`src/rtl/parity_pkg.sv`:
```
// -----------------------------------------------------------------------------
// parity_pkg
// Shared definitions for the parity serial framer:
//   tx_state_t  - framer FSM states (IDLE/START/DATA/PARITY/STOP)
//   IDLE_LEVEL  - serial line level when idle and during the stop bit
//   START_LEVEL - serial line level during the start bit
//   exp_parity  - expected parity of a data word (even or odd sense)
// -----------------------------------------------------------------------------
package parity_pkg;

  typedef enum logic [2:0] {
    IDLE   = 3'd0,
    START  = 3'd1,
    DATA   = 3'd2,
    PARITY = 3'd3,
    STOP   = 3'd4
  } tx_state_t;

  localparam logic IDLE_LEVEL  = 1'b1;
  localparam logic START_LEVEL = 1'b0;

  // Widest data word exp_parity accepts. Callers zero-extend narrower words;
  // zero bits do not change the XOR reduction.
  localparam int PAR_MAX_W = 64;

  // Even sense: ^data. Odd sense: ~^data.
  function automatic logic exp_parity(input logic [PAR_MAX_W-1:0] data,
                                      input logic                 odd);
    return (^data) ^ odd;
  endfunction

endpackage

```
`src/rtl/parity_baud_tick.sv`:
```
// -----------------------------------------------------------------------------
// parity_baud_tick
// Bit-period divider for the framer. Counts 0..CLKS_PER_BIT-1 while enabled
// and flags the last clock of every bit period.
//   clk      in   system clock, rising edge
//   rst_n    in   asynchronous active-low reset
//   i_clear  in   restart the bit period (asserted on word acceptance)
//   i_en     in   count enable (frame in progress)
//   o_tick   out  high during the last clock of each bit period
// -----------------------------------------------------------------------------
module parity_baud_tick #(
  parameter int CLKS_PER_BIT = 4
) (
  input  logic clk,
  input  logic rst_n,
  input  logic i_clear,
  input  logic i_en,
  output logic o_tick
);

  localparam int CNT_W = (CLKS_PER_BIT > 1) ? $clog2(CLKS_PER_BIT) : 1;
  localparam logic [CNT_W-1:0] CNT_LAST = CNT_W'(CLKS_PER_BIT - 1);

  logic [CNT_W-1:0] r_cnt;
  logic             w_last;

  assign w_last = (r_cnt == CNT_LAST);

  // Tick is combinational so the FSM changes state on the very edge that
  // closes the bit period.
  assign o_tick = i_en && w_last;

  always_ff @(posedge clk or negedge rst_n) begin
    if (!rst_n) begin
      r_cnt <= '0;
    end else if (i_clear) begin
      r_cnt <= '0;
    end else if (i_en) begin
      if (w_last) begin
        r_cnt <= '0;
      end else begin
        r_cnt <= r_cnt + CNT_W'(1);
      end
    end
  end

endmodule

```
`src/rtl/parity_frame_tx.sv`:
```
// -----------------------------------------------------------------------------
// parity_frame_tx
// Serial framer behind the even-parity generator. Accepts a data word plus its
// parity bit, flags a parity mismatch, then sends start bit, data LSB-first,
// the supplied parity bit and a stop bit, each held CLKS_PER_BIT clocks.
//   clk           in   system clock, rising edge
//   rst_n         in   asynchronous active-low reset
//   in_valid      in   word and parity present
//   in_ready      out  block can accept a word (state == IDLE)
//   in_data       in   data word [DATA_W-1:0]
//   in_parity     in   parity bit, transmitted unchanged
//   tx            out  serial line, idle high
//   busy          out  frame in progress
//   frame_done    out  one-cycle pulse in the first IDLE cycle after a frame
//   par_mismatch  out  one-cycle pulse, first START cycle, if parity is wrong
//   dbg_state     out  current FSM state
//
// Handshake: a word transfers on a rising edge where in_valid && in_ready.
// Upstream holds in_data/in_parity stable until that edge; in_valid is
// ignored while a frame is in progress.
// -----------------------------------------------------------------------------
module parity_frame_tx
  import parity_pkg::*;
#(
  parameter int DATA_W       = 3,
  parameter int CLKS_PER_BIT = 4,
  parameter bit ODD          = 1'b0
) (
  input  logic              clk,
  input  logic              rst_n,
  input  logic              in_valid,
  output logic              in_ready,
  input  logic [DATA_W-1:0] in_data,
  input  logic              in_parity,
  output logic              tx,
  output logic              busy,
  output logic              frame_done,
  output logic              par_mismatch,
  output tx_state_t         dbg_state
);

  localparam int BIT_W = (DATA_W > 1) ? $clog2(DATA_W) : 1;
  localparam logic [BIT_W-1:0] BIT_LAST = BIT_W'(DATA_W - 1);

  tx_state_t         r_state;
  logic [DATA_W-1:0] r_shift;
  logic              r_par;
  logic [BIT_W-1:0]  r_bit_cnt;
  logic              r_tx;
  logic              r_busy;
  logic              r_done;
  logic              r_mm;

  tx_state_t         w_state_nxt;
  logic [DATA_W-1:0] w_shift_nxt;
  logic              w_par_nxt;
  logic [BIT_W-1:0]  w_bit_cnt_nxt;
  logic              w_tx_nxt;
  logic              w_done_nxt;
  logic              w_mm_nxt;
  logic              w_accept;
  logic              w_tick;
  logic              w_running;

  assign w_accept  = in_valid && (r_state == IDLE);
  assign w_running = (r_state != IDLE);

  parity_baud_tick #(
    .CLKS_PER_BIT (CLKS_PER_BIT)
  ) u_baud (
    .clk     (clk),
    .rst_n   (rst_n),
    .i_clear (w_accept),
    .i_en    (w_running),
    .o_tick  (w_tick)
  );

  // Next-state logic.
  always_comb begin
    w_state_nxt   = r_state;
    w_shift_nxt   = r_shift;
    w_par_nxt     = r_par;
    w_bit_cnt_nxt = r_bit_cnt;
    w_done_nxt    = 1'b0;
    w_mm_nxt      = 1'b0;
    unique case (r_state)
      IDLE: begin
        if (w_accept) begin
          w_state_nxt   = START;
          w_shift_nxt   = in_data;
          w_par_nxt     = in_parity;
          w_bit_cnt_nxt = '0;
          w_mm_nxt      = (in_parity != exp_parity(PAR_MAX_W'(in_data), ODD));
        end
      end
      START: begin
        if (w_tick) begin
          w_state_nxt   = DATA;
          w_bit_cnt_nxt = '0;
        end
      end
      DATA: begin
        if (w_tick) begin
          if (r_bit_cnt == BIT_LAST) begin
            w_state_nxt = PARITY;
          end else begin
            w_shift_nxt   = r_shift >> 1;
            w_bit_cnt_nxt = r_bit_cnt + BIT_W'(1);
          end
        end
      end
      PARITY: begin
        if (w_tick) begin
          w_state_nxt = STOP;
        end
      end
      STOP: begin
        if (w_tick) begin
          w_state_nxt = IDLE;
          w_done_nxt  = 1'b1;
        end
      end
      default: begin
        w_state_nxt = IDLE;
      end
    endcase
  end

  // Line level is decoded from the next state so tx is registered yet
  // changes on the same edge as the state.
  always_comb begin
    w_tx_nxt = IDLE_LEVEL;
    unique case (w_state_nxt)
      START:   w_tx_nxt = START_LEVEL;
      DATA:    w_tx_nxt = w_shift_nxt[0];
      PARITY:  w_tx_nxt = w_par_nxt;
      default: w_tx_nxt = IDLE_LEVEL;
    endcase
  end

  always_ff @(posedge clk or negedge rst_n) begin
    if (!rst_n) begin
      r_state   <= IDLE;
      r_shift   <= '0;
      r_par     <= 1'b0;
      r_bit_cnt <= '0;
      r_tx      <= IDLE_LEVEL;
      r_busy    <= 1'b0;
      r_done    <= 1'b0;
      r_mm      <= 1'b0;
    end else begin
      r_state   <= w_state_nxt;
      r_shift   <= w_shift_nxt;
      r_par     <= w_par_nxt;
      r_bit_cnt <= w_bit_cnt_nxt;
      r_tx      <= w_tx_nxt;
      r_busy    <= (w_state_nxt != IDLE);
      r_done    <= w_done_nxt;
      r_mm      <= w_mm_nxt;
    end
  end

  assign in_ready     = (r_state == IDLE);
  assign tx           = r_tx;
  assign busy         = r_busy;
  assign frame_done   = r_done;
  assign par_mismatch = r_mm;
  assign dbg_state    = r_state;

endmodule

```
`config.mk`:
```
export PLATFORM = sky130hd
export DESIGN_NAME = parity_frame_tx
export DESIGN_NICKNAME = d
export VERILOG_FILES = /design/src/rtl/parity_pkg.sv /design/src/rtl/parity_baud_tick.sv /design/src/rtl/parity_frame_tx.sv
export SDC_FILE = /design/constraint.sdc
export NUM_CORES = 1
export LEC_CHECK = 0
export BUFFER_PORTS_ARGS = -buffer_cell sky130_fd_sc_hd__buf_2
export CORE_MARGIN = 2
export CORE_UTILIZATION = 50
export DETAILED_ROUTE_END_ITERATION = 10
export GPL_TIMING_DRIVEN = 0
export PLACE_DENSITY_LB_ADDON = 0.15
export RECOVER_POWER = 50
export SLEW_MARGIN = 25
export SYNTH_ARGS = -nofsm -noshare
export SYNTH_HDL_FRONTEND = slang
export SYNTH_SLANG_ARGS = --single-unit
```
`constraint.sdc`:
```
create_clock -name clk -period 2.3 [get_ports clk]
set_input_delay 0.23 -clock clk [delete_from_list [all_inputs] [get_ports clk]]
set_output_delay 0.23 -clock clk [all_outputs]
set_load 0.02 [all_outputs]
```
==> metrics.cfg <==
[timing]
max_clock_freq_ghz=0.537
setup_viol=0
finalSetupTns_ns=0
min_period_over_period=0.809
period_minus_slack_ns=1.86
finalClockSkew_ns=0.00294
holdWs_ns=0.192
drv_slew=0
relSlewSlack=0.481
setup_ws_ns=0.439
hold_violations=0
rsz0062_at_grt=no
worst_pin_slew_ns=0.778

[clock_network]
path_clk_slew_ns=0.09
post_cts_buffers=0
htreeDepth=1
ctsRootBufferMaster=clkbuf_4
clock_latency_ns=0.27
cts_num_sinks=15
ctsResizeCount=0
clockBufferDepth=2
cts_tree=yes
cts_buffers=3

[route]
wl_per_cell_um=12.2
wirelength_um=1270
drt_iter0_drc=10
drc=0
vias=575
via_per_inst=5.53
drt_first_pass_iters=4
ant_nets=0

[power]
power_mw=1.12
p_leak_nw=0.416
peakVddDrop_mv=0.493
power.density_nw_per_um2=1260

[placement]
hpwl_um=934
io_buffers=14
gp_congestion=0.750
post-place-ws_ns=0.584
place_area_um2=866

[run_status]
status=finished clean

[synth]
postSynthCellCount=69
ys_top_cells_by_area=dfrtp_1 45%, nand3b_1 3.9%, dfstp_2 3.4%
synth_area_um2=776
yosysTopAreaCell=dfrtp_1
ys_ff_latch=15
syn_area_per_cell_um2=11.2
ys_types=33
synth_nets=78
synth-warning-count=0
ys_async_sr_fraction=1.00
synth-edff-count=0
yosysSeqAreaShare=0.485
synth_top_area_share=0.452
synth_flop_cell=dfrtp_1

[global_routing]
track_usage=0.154
grt.overflow.total=0
grt_pass1_vias=506
grt_pass1_wl_um=2130
antenna_found_initial=0
grt_max_degree=16

[die]
die_x_um=43.4
fp.coreArea_um2=1470
die_h_um=43.4
rows=14
die_area_um2=1880
initial_utilization=0.527
io_pins=15

[finish]
syn2layout_area_growth_pct=14.7
final_cell_area_um2=890
final_cell_mix=14 x dfrtp_1, 10 x buf_2, 6 x inv_1, 6 x clkbuf_1, 6 x nand2_1
fillers=130
fin_nets=98
diodes=0
final_common_cell=dfrtp_1
drive_above_1_share=0.250

[setup_path]
critPathLaunchType=flop
critPathKind=reg -> reg
arrival_ns=2.02
required_ns=2.46
critPathMaxFanout=10
end_kind=flop

[worst_hold_path]
hold_path_class=in -> reg

[flow_run]
cap_violations=0

==> synth_stat cells, types with 2 or more instances <==
master	instances
o31ai_1	2
a21oi_1	2
ha_1	2
buf_6	2
nor2_1	3
inv_1	6
xnor2_1	3
nand3b_1	4
dfrtp_1	14
o21ai_0	3
nand2_1	6
==> what timing repair did <==
action,CTS,global route
hold buffers,1,0
hold endpoints to repair,14,0
setup endpoints to repair,0,0
==> layout make-up <==
| type | instances | area [um^2] | area share |
|---|---|---|---|
| buffer | 3 | 30.0 | 0.0338 |
| clock buffer | 4 | 26.3 | 0.0295 |
| inverter | 6 | 22.5 | 0.0253 |
| multi-input combinational | 45 | 339 | 0.381 |
| sequential | 15 | 377 | 0.423 |
| tap | 16 | 20.0 | 0.0225 |
| timing repair buffer | 15 | 75.1 | 0.0844 |
==> stage by stage <==
step	util	instances
after CTS	0.613	104
after global routing	0.605	104
after global placement	0.588	99
after floorplan	-	69
after detailed placement	0.588	99
final	0.605	104
==> sequential cells by signal, summed over array words and instances (netlist names) <==
name / count
busy: 1
dbg_state: 3
frame_done: 1
par_mismatch: 1
r_bit_cnt: 2
r_par: 1
r_shift: 3
tx: 1
u_baud.r_cnt: 2
==> layer usage <==
| layer | GRT usage | share of wire |
|---|---|---|
| met1 | 0.211 | 0.47 |
| met2 | 0.230 | 0.46 |
| met3 | 0.0375 | 0.053 |
| met4 | 0.0727 | 0.016 |
| met5 | 0 | 0 |
==> worst paths after layout <==
check	start	end	slack, ns	cells after the start
max	u_baud.r_cnt[0]	busy	0.44	5
min	in_data[2]	r_shift[2]	0.19	3
max reg2reg	u_baud.r_cnt[0]	busy	0.44	5
min reg2reg	u_baud.r_cnt[0]	u_baud.r_cnt[0]	0.51	1
max in group asynchronous	rst_n	r_shift[1]	1.28	2
min in group asynchronous	rst_n	dbg_state[2]	0.54	2
==> power by group <==
part | internal (mW) | total [mW] | switching, mW
combinational | 0.238 | 0.535 | 0.296
clock | 0.0672 | 0.147 | 0.0801
sequential | 0.371 | 0.437 | 0.0663
total | 0.677 | 1.12 | 0.443
==> critical path: stages (launching register included) <==
cell	delay (ns)
dfrtp_1	0.41
ha_1	0.20
clkbuf_1	0.21
and3_1	0.24
o31a_1	0.32
or3_1	0.37
==> logic make-up after synthesis <==
logic type / Yosys count / synth area share
flops: 15 / 0.485
mux: 2 / 0.0339
buf+inv: 9 / 0.0774
fa+ha+maj: 2 / 0.0323
xor+xnor: 3 / 0.0339
compound gates: 16 / 0.153
simple gates: 22 / 0.184
No activity file was read; power rests on OpenSTA's default activity.
